--- config.mk ---
export PLATFORM = sky130hd
export DESIGN_NAME = sa_ctrl_flat
export DESIGN_NICKNAME = d
export VERILOG_FILES = /design/src/rtl/sa_ctrl_if.sv /design/src/rtl/sa_ctrl.sv /design/src/flat_wrapper.sv
export SDC_FILE = /design/constraint.sdc
export NUM_CORES = 1
export LEC_CHECK = 0
export ABC_CLOCK_PERIOD_IN_PS = 6780
export CAP_MARGIN = 20
export CORE_UTILIZATION = 30
export DETAILED_ROUTE_END_ITERATION = 8
export SLEW_MARGIN = 40
export SYNTH_ARGS = -nofsm -noshare
export SYNTH_HDL_FRONTEND = slang
export SYNTH_SLANG_ARGS = --single-unit
--- constraint.sdc ---
create_clock -name clk -period 6.78 [get_ports clk]
set_clock_uncertainty 0.05 [all_clocks]
set_input_delay 1.356 -clock clk [delete_from_list [all_inputs] [get_ports clk]]
set_output_delay 1.356 -clock clk [all_outputs]
set_load 0.005 [all_outputs]
--- src/rtl/sa_ctrl_if.sv ---
// sa_ctrl_if -- request/status and buffer/array control bundle for sa_ctrl.
//   master: drives start_i, clear_i, len_i; observes everything else.
//   slave : the sequencer; consumes the requests and drives status,
//           buffer read strobes/addresses and the array enable vectors.
interface sa_ctrl_if #(
  parameter int PE_SIZE   = 16,
  parameter int LEN_WIDTH = 8,
  parameter int CNT_WIDTH = 10
);
  logic                 start_i;
  logic                 clear_i;
  logic [LEN_WIDTH-1:0] len_i;
  logic                 ready_o;
  logic                 busy_o;
  logic                 done_o;
  logic                 ifmap_rd_en_o;
  logic [CNT_WIDTH-1:0] ifmap_addr_o;
  logic                 weight_rd_en_o;
  logic [CNT_WIDTH-1:0] weight_addr_o;
  logic [PE_SIZE-1:0]   ifmap_en_row_o;
  logic [PE_SIZE-1:0]   weight_en_col_o;
  logic [PE_SIZE-1:0]   psum_en_row_o;

  modport master (
    output start_i, clear_i, len_i,
    input  ready_o, busy_o, done_o, ifmap_rd_en_o, ifmap_addr_o,
           weight_rd_en_o, weight_addr_o, ifmap_en_row_o,
           weight_en_col_o, psum_en_row_o
  );

  modport slave (
    input  start_i, clear_i, len_i,
    output ready_o, busy_o, done_o, ifmap_rd_en_o, ifmap_addr_o,
           weight_rd_en_o, weight_addr_o, ifmap_en_row_o,
           weight_en_col_o, psum_en_row_o
  );
endinterface

--- src/rtl/sa_ctrl.sv ---
// sa_ctrl -- tile sequencer for a PE_SIZE x PE_SIZE systolic array.
//   clk   : single clock, rising edge
//   rst_n : asynchronous active-low reset
//   bus   : sa_ctrl_if.slave -- start/clear/len requests in; ready/busy/done
//           status, ifmap/weight buffer read strobes and addresses, and the
//           row/column enable vectors out.
// A tile runs PRELOAD (PE_SIZE cycles of ifmap rows), COMPUTE (N weight
// vectors plus PE_SIZE-1 skew cycles), DRAIN (PE_SIZE cycles), DONE (1 cycle).
// Every output is registered: its next value is derived from the next state
// and next counter, so an output in a cycle reflects that cycle's phase.
module sa_ctrl #(
  parameter int PE_SIZE   = 16,
  parameter int LEN_WIDTH = 8,
  parameter int CNT_WIDTH = 10
) (
  input  logic      clk,
  input  logic      rst_n,
  sa_ctrl_if.slave  bus
);

  localparam logic [2:0] S_IDLE    = 3'd0;
  localparam logic [2:0] S_PRELOAD = 3'd1;
  localparam logic [2:0] S_COMPUTE = 3'd2;
  localparam logic [2:0] S_DRAIN   = 3'd3;
  localparam logic [2:0] S_DONE    = 3'd4;

  localparam logic [CNT_WIDTH-1:0] PE_LAST = CNT_WIDTH'(PE_SIZE - 1);

  logic [2:0]           state_q, state_d;
  logic [CNT_WIDTH-1:0] cnt_q, cnt_d;
  logic [LEN_WIDTH-1:0] n_q, n_d;
  logic [CNT_WIDTH-1:0] n_ext_q, n_ext_d;

  logic                 ready_q, ready_d;
  logic                 busy_q, busy_d;
  logic                 done_q, done_d;
  logic                 ifmap_rd_en_q, ifmap_rd_en_d;
  logic [CNT_WIDTH-1:0] ifmap_addr_q, ifmap_addr_d;
  logic                 weight_rd_en_q, weight_rd_en_d;
  logic [CNT_WIDTH-1:0] weight_addr_q, weight_addr_d;
  logic [PE_SIZE-1:0]   ifmap_en_row_q, ifmap_en_row_d;
  logic [PE_SIZE-1:0]   skew_en_q, skew_en_d;

  // Zero-extend N so all counter comparisons are unsigned and wrap-free.
  assign n_ext_q = CNT_WIDTH'(n_q);
  assign n_ext_d = CNT_WIDTH'(n_d);

  always_comb begin
    state_d = state_q;
    cnt_d   = cnt_q + 1'b1;
    n_d     = n_q;
    case (state_q)
      S_IDLE: begin
        cnt_d = '0;
        if (bus.start_i && (bus.len_i != '0)) begin
          state_d = S_PRELOAD;
          n_d     = bus.len_i;
        end
      end
      S_PRELOAD: begin
        if (cnt_q == PE_LAST) begin
          state_d = S_COMPUTE;
          cnt_d   = '0;
        end
      end
      S_COMPUTE: begin
        // Last cycle is cnt = N + PE_SIZE - 2; N >= 1 so this never underflows.
        if (cnt_q == n_ext_q + PE_LAST - 1'b1) begin
          state_d = S_DRAIN;
          cnt_d   = '0;
        end
      end
      S_DRAIN: begin
        if (cnt_q == PE_LAST) begin
          state_d = S_DONE;
          cnt_d   = '0;
        end
      end
      default: begin
        state_d = S_IDLE;
        cnt_d   = '0;
      end
    endcase
    // Abort has priority over everything, including a same-cycle start.
    if (bus.clear_i) begin
      state_d = S_IDLE;
      cnt_d   = '0;
    end
  end

  always_comb begin
    ready_d        = (state_d == S_IDLE);
    busy_d         = (state_d == S_PRELOAD) || (state_d == S_COMPUTE) ||
                     (state_d == S_DRAIN);
    done_d         = (state_d == S_DONE);
    ifmap_rd_en_d  = (state_d == S_PRELOAD);
    ifmap_addr_d   = (state_d == S_PRELOAD) ? cnt_d : '0;
    ifmap_en_row_d = {PE_SIZE{state_d == S_PRELOAD}};
    weight_rd_en_d = 1'b0;
    weight_addr_d  = '0;
    if (state_d == S_COMPUTE) begin
      if (cnt_d < n_ext_d) begin
        weight_rd_en_d = 1'b1;
        weight_addr_d  = cnt_d;
      end else begin
        weight_addr_d  = n_ext_d - 1'b1;
      end
    end
  end

  // Column k sees weight vectors during cnt in [k, k+N): a diagonal skew.
  genvar gi;
  generate
    for (gi = 0; gi < PE_SIZE; gi++) begin : g_skew
      assign skew_en_d[gi] = (state_d == S_COMPUTE) &&
                             (cnt_d >= CNT_WIDTH'(gi)) &&
                             (cnt_d < CNT_WIDTH'(gi) + n_ext_d);
    end
  endgenerate

  always_ff @(posedge clk or negedge rst_n) begin
    if (!rst_n) begin
      state_q        <= S_IDLE;
      cnt_q          <= '0;
      n_q            <= '0;
      ready_q        <= 1'b1;
      busy_q         <= 1'b0;
      done_q         <= 1'b0;
      ifmap_rd_en_q  <= 1'b0;
      ifmap_addr_q   <= '0;
      weight_rd_en_q <= 1'b0;
      weight_addr_q  <= '0;
      ifmap_en_row_q <= '0;
      skew_en_q      <= '0;
    end else begin
      state_q        <= state_d;
      cnt_q          <= cnt_d;
      n_q            <= n_d;
      ready_q        <= ready_d;
      busy_q         <= busy_d;
      done_q         <= done_d;
      ifmap_rd_en_q  <= ifmap_rd_en_d;
      ifmap_addr_q   <= ifmap_addr_d;
      weight_rd_en_q <= weight_rd_en_d;
      weight_addr_q  <= weight_addr_d;
      ifmap_en_row_q <= ifmap_en_row_d;
      skew_en_q      <= skew_en_d;
    end
  end

  assign bus.ready_o         = ready_q;
  assign bus.busy_o          = busy_q;
  assign bus.done_o          = done_q;
  assign bus.ifmap_rd_en_o   = ifmap_rd_en_q;
  assign bus.ifmap_addr_o    = ifmap_addr_q;
  assign bus.weight_rd_en_o  = weight_rd_en_q;
  assign bus.weight_addr_o   = weight_addr_q;
  assign bus.ifmap_en_row_o  = ifmap_en_row_q;
  // Psum injection follows exactly the same diagonal as the weight enables.
  assign bus.weight_en_col_o = skew_en_q;
  assign bus.psum_en_row_o   = skew_en_q;

endmodule

--- src/flat_wrapper.sv ---
// flat-port wrapper written by rule: the top's interface ports become plain ports
module sa_ctrl_flat 
#(
  parameter int PE_SIZE   = 16,
  parameter int LEN_WIDTH = 8,
  parameter int CNT_WIDTH = 10
)
  (clk, rst_n, bus_start_i, bus_clear_i, bus_len_i, bus_ready_o, bus_busy_o, bus_done_o, bus_ifmap_rd_en_o, bus_ifmap_addr_o, bus_weight_rd_en_o, bus_weight_addr_o, bus_ifmap_en_row_o, bus_weight_en_col_o, bus_psum_en_row_o);
  sa_ctrl_if #(.PE_SIZE(PE_SIZE), .LEN_WIDTH(LEN_WIDTH), .CNT_WIDTH(CNT_WIDTH)) bus_i ();
  input  logic clk;
  input  logic rst_n;
  input wire logic [$bits(bus_i.start_i)-1:0] bus_start_i;
  input wire logic [$bits(bus_i.clear_i)-1:0] bus_clear_i;
  input wire logic [$bits(bus_i.len_i)-1:0] bus_len_i;
  output wire logic [$bits(bus_i.ready_o)-1:0] bus_ready_o;
  output wire logic [$bits(bus_i.busy_o)-1:0] bus_busy_o;
  output wire logic [$bits(bus_i.done_o)-1:0] bus_done_o;
  output wire logic [$bits(bus_i.ifmap_rd_en_o)-1:0] bus_ifmap_rd_en_o;
  output wire logic [$bits(bus_i.ifmap_addr_o)-1:0] bus_ifmap_addr_o;
  output wire logic [$bits(bus_i.weight_rd_en_o)-1:0] bus_weight_rd_en_o;
  output wire logic [$bits(bus_i.weight_addr_o)-1:0] bus_weight_addr_o;
  output wire logic [$bits(bus_i.ifmap_en_row_o)-1:0] bus_ifmap_en_row_o;
  output wire logic [$bits(bus_i.weight_en_col_o)-1:0] bus_weight_en_col_o;
  output wire logic [$bits(bus_i.psum_en_row_o)-1:0] bus_psum_en_row_o;
  assign bus_i.start_i = bus_start_i;
  assign bus_i.clear_i = bus_clear_i;
  assign bus_i.len_i = bus_len_i;
  assign bus_ready_o = bus_i.ready_o;
  assign bus_busy_o = bus_i.busy_o;
  assign bus_done_o = bus_i.done_o;
  assign bus_ifmap_rd_en_o = bus_i.ifmap_rd_en_o;
  assign bus_ifmap_addr_o = bus_i.ifmap_addr_o;
  assign bus_weight_rd_en_o = bus_i.weight_rd_en_o;
  assign bus_weight_addr_o = bus_i.weight_addr_o;
  assign bus_ifmap_en_row_o = bus_i.ifmap_en_row_o;
  assign bus_weight_en_col_o = bus_i.weight_en_col_o;
  assign bus_psum_en_row_o = bus_i.psum_en_row_o;
  sa_ctrl #(.PE_SIZE(PE_SIZE), .LEN_WIDTH(LEN_WIDTH), .CNT_WIDTH(CNT_WIDTH)) u_core (.clk(clk), .rst_n(rst_n), .bus(bus_i));
endmodule
==> impl_metrics.env <==
export IMPL_status="finished with violations"
export IMPL_violations="design-rule violations"
export IMPL_max_freq_mhz=184
export IMPL_n_antenna_cell=0
export IMPL_wl_mm=21.1
export IMPL_cp_slowest_cell="a21oi_2"
export IMPL_synth_distinct_cells=73
export IMPL_synth_seq_area_share_pct=22.3
export IMPL_netlist_top_cells_area="ha_1 (23%), dfrtp_1 (22%), xnor2_1 (10%)"
export IMPL_clk_latency_ps=350
export IMPL_fin_hold_ws_ps=524
export IMPL_final_hold_viol_count=0
export IMPL_critPathMaxStageDelay_ps=640
export IMPL_synth_common_cells="ha_1 (125), xnor2_1 (81), nor2_1 (76)"
export IMPL_synth_edf_count=0
export IMPL_r2r_end="u_core.bus.weight_addr_o[0]"
export IMPL_antenna_found_initial=0
export IMPL_fillers=2250
export IMPL_holdPathEnd="u_core.bus.done_o"
export IMPL_crit_reg2reg_launch="u_core.n_q[2]"
export IMPL_drt_pass1_iterations=7
export IMPL_area_growth_pct=18.8
export IMPL_floorplan_initialDensity_pct=31.0
export IMPL_power_frac_comb_pct=44.9
export IMPL_ys_warn_count=0
export IMPL_cts_resized=0
export IMPL_grt_max_degree=62
export IMPL_power_frac_clock_pct=29.0
export IMPL_start_kind="register"
export IMPL_hpwl_mm=15.8
export IMPL_worst_r2r_setup_slack_ps=1360
export IMPL_path_class="register to register"
export IMPL_fin_nets=973
export IMPL_min_path_cells=1
export IMPL_ys_seq_elements=61
export IMPL_p_switching_uw=598
export IMPL_internal_power_uw=919
export IMPL_wire_per_inst_um=18.9
export IMPL_period_share_pct=80.0
export IMPL_path_clk_slew_ps=50
export IMPL_final_util_pct=36.8
export IMPL_power_density_mw_per_mm2=186
export IMPL_tightest_slew_ps=780
export IMPL_synth_top_cell_area_share_pct=22.8
export IMPL_avgSynthCellArea_sq_um=8.78
export IMPL_p_leak_nw=3.70
export IMPL_arrival_ps=5580
export IMPL_min_path_type="register to register"
export IMPL_drtIter0Drc=426
export IMPL_cp_top_family="compound AO/OA/AOI/OAI gates"
export IMPL_synth_top_area_cell="ha_1"
export IMPL_synthCells=780
export IMPL_reg2regPathDepth=17
export IMPL_p_seq_share_pct=26.1
export IMPL_grt_pass1_wl_mm=33.9
export IMPL_maxCapViolCount=0
export IMPL_vias_per_cell=5.28
export IMPL_die_h_um=153
export IMPL_gp_congestion=0.944
export IMPL_cts_htree_levels=3
export IMPL_postCtsHoldBufs=0
export IMPL_drive_gt1_share_pct=8.20
export IMPL_peakVddDrop_mv=0.140
export IMPL_synth_main_ff_cell="dfrtp_1"
export IMPL_worstHoldStart="u_core.state_q[2]"
export IMPL_grt_ovfl_total=0
export IMPL_cts_tree="built"
export IMPL_core_area_sq_mm=0.0221
export IMPL_setup_tns_ps=0
export IMPL_rsz0062_at_grt="no"
export IMPL_synth_most_common_cell="ha_1"
export IMPL_ios=85
export IMPL_required_ps=6940
export IMPL_crit_fanout=13
export IMPL_grt_pass1_vias=5952
export IMPL_final_min_clock_period_ps=5420
export IMPL_async_flop_share_pct=100
export IMPL_finalSetupViolations=0
export IMPL_worstSetupEndpointType="register"
export IMPL_slew_headroom_pct=48.0
export IMPL_die_area_sq_mm=0.0234
export IMPL_slew_viol_final=0
export IMPL_power_switching_share_pct=39.4
export IMPL_syn_cell_area_sq_mm=0.00685
export IMPL_crit_buf_inv=3
export IMPL_fp_dieW_um=153
export IMPL_path_cells="inv_1, ha_1, or3b_4, a221oi_4, or4b_4, nor4_2, o2111ai_2, a211oi_4, buf_4, or2_2, inv_1, ha_1, a21oi_1, o21ai_2, a21oi_2, mux2i_1, nor2_1"
export IMPL_cts_setup_buffers=0
export IMPL_rows=54
export IMPL_cts_root_buf="clkbuf_16"
export IMPL_port_buffers=84
export IMPL_ant_nets=0
export IMPL_cts_max_path_buffers=2
export IMPL_vias=5915
export IMPL_cts_buffers=9
export IMPL_drc_errors=1
export IMPL_synthesis_nets=917
export IMPL_clock_sinks=61
export IMPL_track_usage_pct=18.8
==> power by group through the flow <==
stage	clock, mW	sequential [mW]	combinational [mW]
finish	0.440	0.395	0.682
global route	0.466	0.398	0.757
CTS	0.449	0.396	0.675
detailed placement	0	0.402	0.673
global placement	0	0.401	0.665
floorplan	0	0.391	0.494
==> registers in the layout (all words and copies together) (netlist names) <==
signal                    count
u_core.bus.done_o             1
u_core.bus.busy_o             1
u_core.state_q                3
u_core.bus.weight_addr_o     10
u_core.n_q                    8
u_core.bus.psum_en_row_o     16
u_core.bus.ifmap_rd_en_o      1
u_core.cnt_q                 10
u_core.bus.ifmap_addr_o      10
u_core.bus.ready_o            1
==> stage by stage <==
step,setup slack [ps],power (mW),instance area (sq um),instances
4_1_cts,1350,1.52,8130,1121
5_1_grt,987,1.62,8140,1121
3_5_place_dp,1190,1.07,7850,1105
3_3_place_gp,952,1.07,7850,1105
2_1_floorplan,1310,0.885,6850,780
6_report,1360,1.52,8140,1121
==> worst max-delay path by stage <==
stage	slack, ps	depth (start not counted)	start	end
finish	1360	17	u_core.n_q[2]	u_core.bus.weight_addr_o[0]
global route	990	16	u_core.n_q[0]	u_core.bus.weight_addr_o[0]
CTS	1350	18	u_core.n_q[2]	u_core.bus.weight_addr_o[0]
detailed placement	1190	15	bus_len_i[5]	u_core.bus.psum_en_row_o[11]
global placement	950	14	bus_start_i	u_core.bus.psum_en_row_o[15]
floorplan	1310	16	bus_start_i	u_core.bus.psum_en_row_o[6]
==> metal layers <==
layer / vias up / track usage, % / routed length [um] / part of all wire (%)
li1: 2844 / - / - / -
met1: 2804 / 24.2 / 9510 / 45
met2: 213 / 30.6 / 9600 / 45
met3: 54 / 3.63 / 1380 / 6.5
met4: 0 / 8.03 / 656 / 3.1
met5: - / 0 / 0 / 0
==> cells in the final DEF (no fill, tap or decap), types with 11 or more instances in the layout <==
master,n
nor3_1,21
xnor2_1,81
nand3_1,11
o21ai_0,14
dfrtp_1,60
nor2b_1,12
buf_4,21
mux2i_1,15
a21o_1,14
a21oi_1,46
nand2_1,60
xor2_1,14
nor2_1,76
nand4_1,13
ha_1,125
clkdlybuf4s50_1,83
inv_1,33
==> cell type report <==
cell class	instances	area [sq um]	share of cell area, %
clock buffers	13	260	3.20
clock inverters	3	20.0	0.246
inverters	35	131	1.61
multi-input cells	623	4840	59.5
flip-flops and latches	61	1530	18.8
well taps	280	350	4.31
repair buffers	106	1000	12.3
==> cells by family after synthesis <==
| logic type | share of synthesized area, % |
|---|---|
| simple gates | 18.2 |
| mux | 2.48 |
| xor+xnor | 12.5 |
| compound gates | 14.6 |
| flops | 22.3 |
| buf+inv | 7.18 |
| fa+ha+maj | 22.8 |
Note: power is estimated with default switching activity, not from simulation.
